<file path="src/rtl/expr_sched_pkg.sv">
// expr_sched_pkg: shared types and widths for the expression datapath scheduler.
package expr_sched_pkg;
    typedef enum logic [1:0] {IDLE, EVAL, RESP} state_t;
    localparam int DP_IN_W = 6;
    localparam int DP_OUT_W = 24;
    localparam int STAT_W = 16;
endpackage

</file>
<file path="src/rtl/rr_arbiter.sv">
// rr_arbiter: combinational round-robin arbiter; grants the first request at or after ptr.
module rr_arbiter #(
    parameter int N = 4,
    parameter int W = $clog2(N)
) (
    input  logic [N-1:0] req,
    input  logic [W-1:0] ptr,
    output logic [N-1:0] gnt
);
    logic [W-1:0] idx;

    always_comb begin
        gnt = '0;
        idx = ptr;
        for (int k = 0; k < N; k++) begin
            if (req[idx] && gnt == '0) gnt[idx] = 1'b1;
            idx = (idx == W'(N - 1)) ? '0 : idx + W'(1);
        end
    end
endmodule

</file>
<file path="src/rtl/expr_dp_scheduler.sv">
// expr_dp_scheduler: round-robin sharing of one combinational expression datapath.
// Define EXPR_SCHED_STATS_EN to add per-requester completion and stall counters.
module expr_dp_scheduler
    import expr_sched_pkg::*;
#(
    parameter int NUM_REQ = 4,
    parameter int DP_LATENCY = 2,
    parameter int ID_W = $clog2(NUM_REQ)
) (
    input  logic                         clk,
    input  logic                         rst_n,
    input  logic [NUM_REQ-1:0]           req_valid,
    input  logic [NUM_REQ*DP_IN_W-1:0]   req_data,
    output logic [NUM_REQ-1:0]           req_ready,
    output logic [DP_IN_W-1:0]           dp_in,
    input  logic [DP_OUT_W-1:0]          dp_out,
    output logic                         rsp_valid,
    output logic [DP_OUT_W-1:0]          rsp_data,
    output logic [ID_W-1:0]              rsp_id,
    input  logic                         rsp_ready,
    output logic                         busy
`ifdef EXPR_SCHED_STATS_EN
    ,
    output logic [NUM_REQ*STAT_W-1:0]    stat_done,
    output logic [STAT_W-1:0]            stat_stall
`endif
);
    state_t state, state_nxt;
    logic [NUM_REQ-1:0] gnt;
    logic [ID_W-1:0] ptr, gidx, id;
    logic [3:0] cnt;
    logic accept, capture, hs;

    rr_arbiter #(.N(NUM_REQ), .W(ID_W)) u_arb (
        .req(req_valid),
        .ptr(ptr),
        .gnt(gnt)
    );

    always_comb begin
        gidx = '0;
        for (int i = 0; i < NUM_REQ; i++)
            if (gnt[i]) gidx = ID_W'(i);
    end

    assign accept = (state == IDLE) && |req_valid;
    assign capture = (state == EVAL) && cnt == '0;
    assign hs = (state == RESP) && rsp_valid && rsp_ready;
    // Gated by rst_n so no grant is ever visible while reset is held.
    assign req_ready = (rst_n && state == IDLE) ? gnt : '0;
    assign busy = state != IDLE;
    assign rsp_id = id;

    always_comb begin
        state_nxt = accept ? EVAL : capture ? RESP : hs ? IDLE : state;
    end

    always_ff @(posedge clk) begin
        if (!rst_n) state <= IDLE;
        else state <= state_nxt;
    end

    always_ff @(posedge clk) begin
        if (!rst_n) begin
            ptr <= '0;
            id <= '0;
            dp_in <= '0;
            cnt <= '0;
            rsp_valid <= 1'b0;
            rsp_data <= '0;
        end else begin
            if (accept) begin
                dp_in <= req_data[gidx*DP_IN_W +: DP_IN_W];
                id <= gidx;
                ptr <= (gidx == ID_W'(NUM_REQ - 1)) ? '0 : gidx + ID_W'(1);
                cnt <= 4'(DP_LATENCY - 1);
            end
            if (state == EVAL && cnt != '0) cnt <= cnt - 4'd1;
            if (capture) begin
                rsp_data <= dp_out;
                rsp_valid <= 1'b1;
            end
            if (hs) rsp_valid <= 1'b0;
        end
    end

`ifdef EXPR_SCHED_STATS_EN
    always_ff @(posedge clk) begin
        if (!rst_n) begin
            stat_done <= '0;
            stat_stall <= '0;
        end else begin
            if (state == RESP && !rsp_ready && stat_stall != '1)
                stat_stall <= stat_stall + STAT_W'(1);
            for (int i = 0; i < NUM_REQ; i++)
                if (hs && id == ID_W'(i) && stat_done[i*STAT_W +: STAT_W] != '1)
                    stat_done[i*STAT_W +: STAT_W] <= stat_done[i*STAT_W +: STAT_W] + STAT_W'(1);
        end
    end
`endif
endmodule
</file>
<file path="config.mk">
export PLATFORM = sky130hd
export DESIGN_NAME = expr_dp_scheduler
export DESIGN_NICKNAME = d
export VERILOG_FILES = /design/src/rtl/expr_sched_pkg.sv /design/src/rtl/rr_arbiter.sv /design/src/rtl/expr_dp_scheduler.sv
export SDC_FILE = /design/constraint.sdc
export NUM_CORES = 1
export LEC_CHECK = 0
export BUFFER_PORTS_ARGS = -buffer_cell sky130_fd_sc_hd__buf_2
export CAP_MARGIN = 20
export CORE_MARGIN = 3
export CORE_UTILIZATION = 30
export CTS_CLUSTER_DIAMETER = 150
export DETAILED_ROUTE_END_ITERATION = 10
export HOLD_SLACK_MARGIN = 0.05
export MAX_ROUTING_LAYER = met4
export PLACE_DENSITY = 0.62
export SYNTH_ARGS = -nofsm -noshare
export SYNTH_HDL_FRONTEND = slang
export SYNTH_SLANG_ARGS = --single-unit
</file>
<file path="constraint.sdc">
create_clock -name clk -period 3.6 [get_ports clk]
set_clock_uncertainty 0.1 [all_clocks]
set_input_delay 0.54 -clock clk [delete_from_list [all_inputs] [get_ports clk]]
set_output_delay 0.54 -clock clk [all_outputs]
set_load 0.02 [all_outputs]
</file>
# After elaboration in Yosys (flattened, before gate mapping)
# Cells that the tools add are included.
# word_totals
register_bits	41
inputBits	55
wordCells	92
# op_classes
n_addsub	5
mul	1
magnitude_cmp	8
eq_ne	6
shift	1
muxes	33
bitwise_logic	4
reduce_logical	26
# ops
operator	n
$mux W4	7
$shiftx A24 B6 Y6	1
$logic_not A4 Y1	4
$mux W2	8
$logic_and A1 B1 Y1	13
$lt A2 B3 Y1 const B	4
$or A4 B4 Y4	3
$eq A2 B2 Y1 const B	5
$mux W1	10
$add A2 B1 Y2 const B	4
$bmux W1 S2	4
$demux W1 S2	4
$ge A2 B1 Y1 const B	4
$reduce_bool A2 Y1	3
$mul A2 B2 Y4 const B	1
$reduce_bool A4 Y1	1
$reduce_or A2 Y1	2
$reduce_or A4 Y1	1
$sub A4 B1 Y4 const B	1
$reduce_bool A3 Y1	1
$eq A2 B1 Y1 const B	1
$logic_not A2 Y1	1
$not A1 Y1	1

# Depth between registers and ports, before layout
# Gate-level depths: netlist of run 1.
# depth
ltp_word	19
depth_mapped	14
depth_no_buf	13

# By module
# From an unflattened synthesis of run 1, not the netlist that was laid out.
# unflattened
hier_cells	264
hier_area_um2	2332.2
# by_module_without_submodules
mod	instances	cells_each	area_per_inst_um2	seq_area_each_um2
expr_dp_scheduler	1	211	1843.0	820.8
rr_arbiter	1	53	489.2	0.0

# Worst setup path after synthesis of run 1
# No wires, ideal clock.
# synth_path
path_type	register to register
start	register ptr[0]
end	register dp_in[4]
setup_ns	0.125
arrival_time_ns	3.320
path_slack_ns	0.055
path_stages_with_launch	11
path_buffers	1
cell_sequence	dfxtp_1 > buf_6 > inv_1 > ha_1 > mux4_1 > a32o_1 > o41ai_2 > a31oi_4 > a21oi_4 > mux4_1 > o2bb2ai_1
# synth_between
elab_chain_cells	19
word_cells_on_any_way	55
cone_classes	add/sub: 3; mul: 1; order compare: 8; eq/ne: 3; shift: 1; mux: 26; bitwise: 3; reduce/logical: 10
# synth_lines
element	line_no	rtl
start, declared	expr_dp_scheduler.sv:30	logic [ID_W-1:0] ptr, gidx, id;
start signal, assigned	expr_dp_scheduler.sv:75	ptr <= (gidx == ID_W'(NUM_REQ - 1)) ? '0 : gidx + ID_W'(1);
branches (longest 13 deep; another with $lt A2 B3 Y1)	n/a	
$mux W4 (*)	rr_arbiter.sv:16	if (req[idx] && gnt == '0) gnt[idx] = 1'b1;
$mux W1	expr_dp_scheduler.sv:43	if (gnt[i]) gidx = ID_W'(i);
$mux W2	expr_dp_scheduler.sv:43	
$mux W2 (*)	expr_dp_scheduler.sv:43	
$mul A2 B2 Y4 (*)	expr_dp_scheduler.sv:73	dp_in <= req_data[gidx*DP_IN_W +: DP_IN_W];
$shiftx A24 B6 Y6 (*)	expr_dp_scheduler.sv:73	
end signal, assigned	expr_dp_scheduler.sv:73	
end, declared	expr_dp_scheduler.sv:15	output logic [DP_IN_W-1:0] dp_in,
# Every way passes the cells marked *. The select of a mux whose other input is x is not followed.
# A chain may end at the register's enable or synchronous reset.

# Final worst setup path of run 1
# layout_path
start	register ptr[0]
end	register dp_in[3]
# Same word-level chain as after synthesis.

==> results_dict.tcl, run 1 <==
set metrics [dict create \
    yosysTopAreaCell "dfxtp_1" \
    irDropWorstVdd_v 0.000345 \
    antenna_found_initial 0 \
    cts.sinks 41 \
    cts_max_level 2 \
    critPathMaxFanout 7 \
    gp_congestion 0.905 \
    synth_fp_nets 343 \
    intPower_mw 1.24 \
    critPathCaptureType "flip-flop" \
    syn_inst 279 \
    fin_nets 441 \
    setup_viol 0 \
    start_util_pct 32.0 \
    synth-main-ff-cell "dfxtp_1" \
    portBuffers 92 \
    drc_errors 0 \
    area_growth_pct 29.2 \
    status "completed" \
    clk_latency_ns 0.28 \
    fin_crit_ns 3.47 \
    hold_slack_ns 0.353 \
    power_mw 2.17 \
    place_worst_setup_slack_ns 0.0438 \
    worstPathCellList "inv_1 > ha_1 > mux4_2 > a21boi_4 > buf_4 > o41ai_2 > a31oi_4 > a21oi_4 > mux4_1 > o2bb2ai_1" \
    yosysUniqueCellTypes 51 \
    grt_max_degree 33 \
    grt_pass1_vias 2127 \
    design.core.area_um2 7490 \
    wire_per_inst_um 12.8 \
    finalHoldViolations 0 \
    synth_seq_area_share_pct 34.3 \
    place_inst 467 \
    die_x_um 95.4 \
    syn_avg_cell_area_um2 8.59 \
    synth_area_um2 2400 \
    power_density_nw_per_um2 701 \
    hold_buffers 0 \
    fp.dieH_um 95.4 \
    dp_hpwl_um 4680 \
    max_cap_violations 0 \
    synth.top_cells.by_area "dfxtp_1 (34%), nand2_1 (11%), mux4_1 (6.6%), a21boi_0 (6.0%), ha_1 (4.7%)" \
    crit_buf_inv 2 \
    period_share_pct 96.3 \
    synth_commonest_cells "nand2_1 (73), dfxtp_1 (41), nor2_1 (20), a21boi_0 (19), a21oi_1 (15)" \
    grt_pass1_wl_um 9590 \
    synth_edf_count 0 \
    cts_tree "built" \
    track_usage_pct 13.7 \
    yosysWarnings 0 \
    cts_buffer_depth 2 \
    cp_slowest_cell "mux4_1" \
    viasPerCell 5.00 \
    async_flop_share_pct 0 \
    numCtsBuffers 5 \
    p_seq_share_pct 26.9 \
    clkPwrFrac_pct 13.2 \
    setup_ws_ns 0.132 \
    synth_seq_cells 41 \
    maxSlewViolCount 0 \
    antenna_left 0 \
    crit_type "reg2reg" \
    max_freq_mhz 288 \
    stdcell_area_um2 3100 \
    yosysTopAreaCellShare_pct 34.3 \
    root_buffer "clkbuf_8" \
    drt_wl_total_um 6120 \
    num_rows 31 \
    dieArea_um2 9100 \
    path_clk_slew_ns 0.08 \
    final_cells 477 \
    arrival_ns 3.52 \
    slowest_delay_ns 0.60 \
    crit_path_start "ptr[0]" \
    via_count 2387 \
    rr_startpoint "ptr[0]" \
    crit_required_ns 3.66 \
    power_switching_mw 0.930 \
    netSwitchingFraction_pct 42.9 \
    crit_family "multiplexers" \
    post_dp_cell_area_um2 3000 \
    drtIter0Drc 134 \
    synth_most_common_cell "nand2_1" \
    drive_gt1_share_pct 34.1 \
    p_comb_share_pct 59.9 \
    max_slew.worst_pin.slew_ns 0.893 \
    min_from "rsp_data[4]" \
    grt-ovfl-total 0 \
    worstSetupStartpointType "flip-flop" \
    io_pins 93 \
    slew_headroom_pct 40.5 \
    drtPass1Iterations 4 \
    diodes 0 \
    hold_path_class "reg2reg" \
    leakage_nw 1.42 \
]
[layout make-up]
class	instances	area, um2
fill	779	4390
multi-input combinational	216	1480
sequential	41	821
timing repair buffer	105	558
tap	99	124
clock buffer	6	72.6
inverter	8	30.0
clock inverter	2	10.0
[cells in the final DEF, fill, tap and decap left out, types with 4 or more instances in the layout]
master and count:
buf_2 92, nand2_1 73, dfxtp_1 41, nor2_1 20, a21boi_0 19, a21oi_1 15, buf_4 13, ha_1 9
inv_1 8, mux2i_1 7, mux4_1 5, clkbuf_8 5, nor2b_1 4, o21ai_0 4, o2bb2ai_1 4
[sequential cells by signal, summed over array words and instances (netlist names)]
name / flops
cnt: 4
state: 2
dp_in: 6
rsp_data: 24
rsp_id: 2
rsp_valid: 1
ptr: 2
[cell families after synthesis]
logic type | after synthesis | share of synthesized area [%]
multiplexers | 15 | 10.9
adder cells (fa/ha/maj) | 9 | 4.70
flip-flops | 41 | 34.3
buffers and inverters | 22 | 4.07
AO/OA/AOI/OAI | 73 | 24.5
AND/OR/NAND/NOR | 119 | 21.6
[power groups by stage]
stage	sequential (mW)	combinational [mW]	clock [mW]
floorplan	0.684	0.854	0
global placement	0.592	1.26	0
detailed placement	0.594	1.27	0
CTS	0.585	1.28	0.306
global route	0.595	1.44	0.321
finish	0.584	1.30	0.286
[through the flow]
| stage | util (%) | setup TNS [ns] |
|---|---|---|
| after CTS | 41.1 | 0 |
| after global placement | 40.0 | 0 |
| final | 41.4 | 0 |
| after floorplan | - | 0 |
| after detailed placement | 40.0 | 0 |
| after global routing | 41.4 | -0.00433 |
[worst register-to-register path, stage by stage (launching register included)]
cell and delay (ns):
dfxtp_1 0.33, inv_1 0.08, ha_1 0.32, mux4_2 0.59, a21boi_4 0.19, buf_4 0.16
o41ai_2 0.42, a31oi_4 0.10, a21oi_4 0.30, mux4_1 0.60, o2bb2ai_1 0.14
[path summary, 6_finish.rpt]
kind / endpoint / slack (ns) / cells after the start
setup / recovery: dp_in[3] / 0.13 / 10
hold / removal: rsp_data[4] / 0.35 / 2
setup reg to reg: dp_in[3] / 0.13 / 10
hold reg to reg: rsp_data[4] / 0.35 / 2
[routing by layer]
metal	wire (um)	track usage (%)
met1	2790	17.8
met2	2750	21.6
met3	540	3.47
met4	42	2.96
met5	0	-
[what timing repair did]
item                       in CTS  in global routing
gates resized for setup         1                  5
buffers inserted                0                  1
setup endpoints to repair       1                  2
pin swaps                       1                  3
No activity file was read; power rests on OpenSTA's default activity.
==> run 2, diff against run 1 <==
Settings changed: BUFFER_PORTS_ARGS -buffer_cell sky130_fd_sc_hd__buf_2 to -buffer_cell sky130_fd_sc_hd__buf_4.
==> results_dict.tcl, run 2 (synthesis results as in run 1) <==
set metrics [dict create \
    worstPathCellList "inv_1 > ha_1 > mux4_2 > a21boi_4 > buf_4 > o31ai_1 > a31oi_1 > nor2_1 > buf_4" \
    critPathMaxFanout 7 \
    worstSetupStartpointType "flip-flop" \
    grt-ovfl-total 0 \
    drt_wl_total_um 6320 \
    die_x_um 95.4 \
    grt_pass1_wl_um 9870 \
    worstReg2RegEnd "dp_in[4]" \
    arrival_ns 2.83 \
    dieArea_um2 9100 \
    io_pins 93 \
    rr_startpoint "ptr[0]" \
    period_share_pct 96.3 \
    clk_latency_ns 0.29 \
    diodes 0 \
    use_met3_pct 3.95 \
    finalHoldViolations 0 \
    via_count 2346 \
    cp_slowest_cell "mux4_2" \
    status "completed" \
    grt_pass1_vias 2127 \
    place_worst_setup_slack_ns 0.0599 \
    antenna_found_initial 0 \
    area_growth_pct 40.8 \
    viasPerCell 4.92 \
    max_slew.worst_pin.slew_ns 0.899 \
    cp_common_cell "buf_4" \
    reg2reg_slack_ns 0.19 \
    drc_errors 0 \
    path_clk_slew_ns 0.08 \
    crit_required_ns 2.96 \
    setup_ws_ns 0.134 \
    root_buffer "clkbuf_8" \
    crit_path_end "req_ready[3]" \
    final_core_util_pct 45.1 \
    maxSlewViolCount 0 \
    fin_crit_ns 3.47 \
    numCtsBuffers 5 \
    antenna_left 0 \
    gp_congestion 0.876 \
    cts_tree "built" \
    hold_path_class "reg2reg" \
    track_usage_pct 14.1 \
    top_regs "rsp_data (24), dp_in (6), cnt (4)" \
    fillers 748 \
    crit_path_start "ptr[0]" \
    power_density_nw_per_um2 697 \
    crit_type "reg2out" \
    fin_nets 442 \
    portBuffers 92 \
    largest_reg_flops 24 \
    max_freq_mhz 289 \
    drtIter0Drc 110 \
    cts_max_level 2 \
    critPathCaptureType "primary output" \
    regMostFlops "rsp_data" \
    final_common_cell "buf_4" \
    power_mw 2.35 \
    dp_hpwl_um 4770 \
    leakage_nw 1.49 \
    final.setup.tns_ns 0 \
    grt_max_degree 34 \
    drive_gt1_share_pct 34.9 \
    holdPathStages 2 \
    max_cap_violations 0 \
    gr-usage-met2_pct 22.3 \
    use_met1_pct 17.8 \
    design.core.area_um2 7490 \
    irDropWorstVdd_v 0.000341 \
    fp.dieH_um 95.4 \
    hold_buffers 0 \
    setup_viol 0 \
    final_cell_mix "buf_4 (106), nand2_1 (73), dfxtp_1 (41)" \
    busiest_layer "met2" \
    start_util_pct 32.0 \
    wire_per_inst_um 13.2 \
    num_rows 31 \
    slowest_delay_ns 0.58 \
    drtPass1Iterations 4 \
    cts_buffer_depth 2 \
    r2r_cells 11 \
    slew_headroom_pct 40.1 \
    cts.sinks 41 \
]
[run 2: changes by cell type in the layout (fill, tap and decap cells not counted), sizes merged]
cell	change
clkinv	-1
clkbuf	-1
buf	+1
bufinv	+1
[run 2: through the flow]
step | hold slack (ns) | area (um2) | instances
4_1_cts | 0.360 | 3330 | 475
6_report | 0.357 | 3370 | 477
3_5_place_dp | 0.348 | 3220 | 466
3_3_place_gp | 0.343 | 3220 | 466
2_1_floorplan | 0.343 | 2400 | 279
5_1_grt | 0.378 | 3370 | 477
[run 2: worst min path at each step]
stage	start	to	slack, ns
floorplan	cnt[3]	cnt[3]	0.34
global placement	rsp_data[4]	rsp_data[4]	0.34
detailed placement	rsp_data[5]	rsp_data[5]	0.35
CTS	rsp_data[5]	rsp_data[5]	0.36
global route	rsp_data[5]	rsp_data[5]	0.38
finish	rsp_data[5]	rsp_data[5]	0.36
[run 2: worst max-delay path, delay by kind of cell (launching register included)]
family                   cells  cell delay (ns)
multiplexers                 1             0.58
buffers and inverters        3             0.40
flip-flops                   1             0.34
adder cells (fa/ha/maj)      1             0.33
AND/OR/NAND/NOR              1             0.15
AO/OA/AOI/OAI                3             0.75
[run 2: routing by layer]
layer | vias to the layer above | part of all wire (%) | wire length, um
li1 | 1190 | - | -
met1 | 1068 | 46 | 2910
met2 | 83 | 45 | 2860
met3 | 5 | 7.8 | 496
met4 | 0 | 0.73 | 46
met5 | - | 0 | 0
[run 2: final cells by class]
class,count,area [um2],area share [%]
Inverter,8,30.0,0.890
Timing Repair Buffer,106,796,23.6
Multi-Input combinational cell,216,1500,44.5
Clock inverter,2,35.0,1.04
Sequential cell,41,821,24.3
Tap cell,99,124,3.67
Clock buffer,5,68.8,2.04
[run 2: where the power goes]
group | switching [mW] | total, mW | internal, mW | leakage (nW)
sequential | 0.0478 | 0.588 | 0.540 | 0.336
clock | 0.157 | 0.358 | 0.202 | 0.0540
combinational | 0.748 | 1.41 | 0.657 | 1.10
total | 0.953 | 2.35 | 1.40 | 1.49
[run 2: what timing repair did]
action | 4_1_cts | 5_1_grt
setup buffers | 2 | 1
setup endpoints to repair | 1 | 5
endpoints found under the hold margin | 0 | 0
pin swaps | 1 | 3
gates resized for setup | 1 | 7
==> run 3, diff against run 2 <==
Settings changed: PLACE_DENSITY 0.62 to 0.66.
==> results_dict.tcl, run 3 (synthesis results as in run 1) <==
set metrics [dict create \
    grt_pass1_wl_um 10400 \
    max_slew.worst_pin.slew_ns 0.995 \
    gr-usage-met2_pct 22.7 \
    max_cap_violations 0 \
    start_util_pct 32.0 \
    hold_path_class "reg2reg" \
    drc_errors 0 \
    fin_nets 442 \
    reg2reg_slack_ns 0.15 \
    io_pins 93 \
    crit_type "reg2out" \
    netSwitchingFraction_pct 40.4 \
    critPathMaxFanout 11 \
    antenna_left 0 \
    area_growth_pct 41.1 \
    p_seq_share_pct 24.6 \
    dp_hpwl_um 4870 \
    setup_ws_ns 0.149 \
    period_share_pct 95.9 \
    grt_max_degree 34 \
    power_density_nw_per_um2 705 \
    cts_max_level 2 \
    fp.dieH_um 95.4 \
    clk_latency_ns 0.29 \
    grt-ovfl-total 0 \
    dieArea_um2 9100 \
    finalHoldViolations 0 \
    crit_required_ns 2.96 \
    leakage_nw 1.50 \
    numCtsBuffers 5 \
    ff_latch_area_um2 821 \
    fin_crit_ns 3.45 \
    holdPathEnd "rsp_data[4]" \
    track_usage_pct 14.7 \
    slew_headroom_pct 33.4 \
    drtPass1Iterations 4 \
    holdPathStages 2 \
    grt_pass1_vias 2244 \
    setup_viol 0 \
    num_rows 31 \
    portBuffers 92 \
    via_count 2380 \
    design.core.area_um2 7490 \
    p_comb_share_pct 59.4 \
    path_clk_slew_ns 0.08 \
    multi_input_area_um2 1490 \
    worstReg2RegEnd "dp_in[4]" \
    viasPerCell 4.98 \
    clkPwrFrac_pct 16.0 \
    gp_congestion 0.864 \
    rsz0062_at_grt "true" \
    critPathCaptureType "primary output" \
    final.setup.tns_ns 0 \
    diodes 0 \
    antenna_found_initial 0 \
    busiest_layer "met2" \
    power_switching_mw 0.963 \
    use_met1_pct 19.1 \
    maxSlewViolCount 0 \
    use_met3_pct 3.24 \
    die_x_um 95.4 \
    drtIter0Drc 99 \
    status "completed" \
    final_common_cell "buf_4" \
    fillers 757 \
    cts_buffer_depth 2 \
    top_regs "rsp_data (24), dp_in (6), cnt (4)" \
    max_freq_mhz 290 \
    place_worst_setup_slack_ns 0.0267 \
    intPower_mw 1.42 \
    r2r_cells 11 \
    worstSetupStartpointType "flip-flop" \
    cts.sinks 41 \
    hold_buffers 0 \
    cts_tree "built" \
    wire_per_inst_um 13.4 \
    min_from "rsp_data[4]" \
    arrival_ns 2.81 \
    regMostFlops "rsp_data" \
    root_buffer "clkbuf_8" \
    drive_gt1_share_pct 34.8 \
    final_cell_mix "buf_4 (106), nand2_1 (73), dfxtp_1 (41)" \
    largest_reg_flops 24 \
    rr_startpoint "ptr[0]" \
    irDropWorstVdd_v 0.000282 \
    drt_wl_total_um 6420 \
]
run 3: power by group through the flow:
stage	registers [mW]	logic [mW]	clock network, mW
after floorplan	0.684	0.854	0
after CTS	0.589	1.35	0.397
final	0.587	1.42	0.382
after global placement	0.597	1.31	0
after detailed placement	0.599	1.33	0
after global routing	0.600	1.55	0.418
run 3: how the worst max path moves through the flow:
stage / startpoint / end / slack (ns)
finish: ptr[0] / req_ready[0] / 0.15
global route: ptr[0] / dp_in[3] / -0.01
CTS: ptr[0] / req_ready[0] / 0.02
detailed placement: ptr[0] / dp_in[5] / 0.03
global placement: ptr[0] / dp_in[5] / 0.14
floorplan: ptr[0] / dp_in[4] / 0.05
run 3: through the flow:
stage                     hold slack [ns]  utilization, %  cells  power (mW)  instance area (um2)
after CTS                           0.363            44.7    476        2.34                 3350
after detailed placement            0.351            43.0    466        1.93                 3220
final                               0.360            45.2    478        2.38                 3380
after global routing                0.385            45.2    478        2.56                 3380
after floorplan                     0.343               -    279        1.54                 2400
after global placement              0.345            43.0    466        1.90                 3220
run 3: timing repair:
item,CTS,global route
setup buffers,2,2
pin swaps,1,5
setup endpoints to repair,1,6
resized for setup,2,7
run 3: cell type report:
cell class / count / area share [%]
Clock buffer: 7 / 2.55
Sequential cell: 41 / 24.3
Tap cell: 99 / 3.66
Inverter: 8 / 0.888
Multi-Input combinational cell: 216 / 44.2
Timing Repair Buffer: 106 / 23.5
Clock inverter: 1 / 0.888
run 3: critical path: stages (launching register included):
cell and delay (ns):
dfxtp_1 0.31, buf_4 0.18, ha_1 0.22, or4_4 0.57, a21boi_4 0.23, a22oi_2 0.09, and2_4 0.19, o311ai_1 0.10
o21ai_1 0.15, a221oi_2 0.26, nor2_1 0.07, buf_4 0.16
run 3: layer usage:
metal	up-vias	share of wire, %
met4	0	1.7
met5	-	0
met2	88	46
li1	1186	-
met1	1094	45
met3	12	7.9
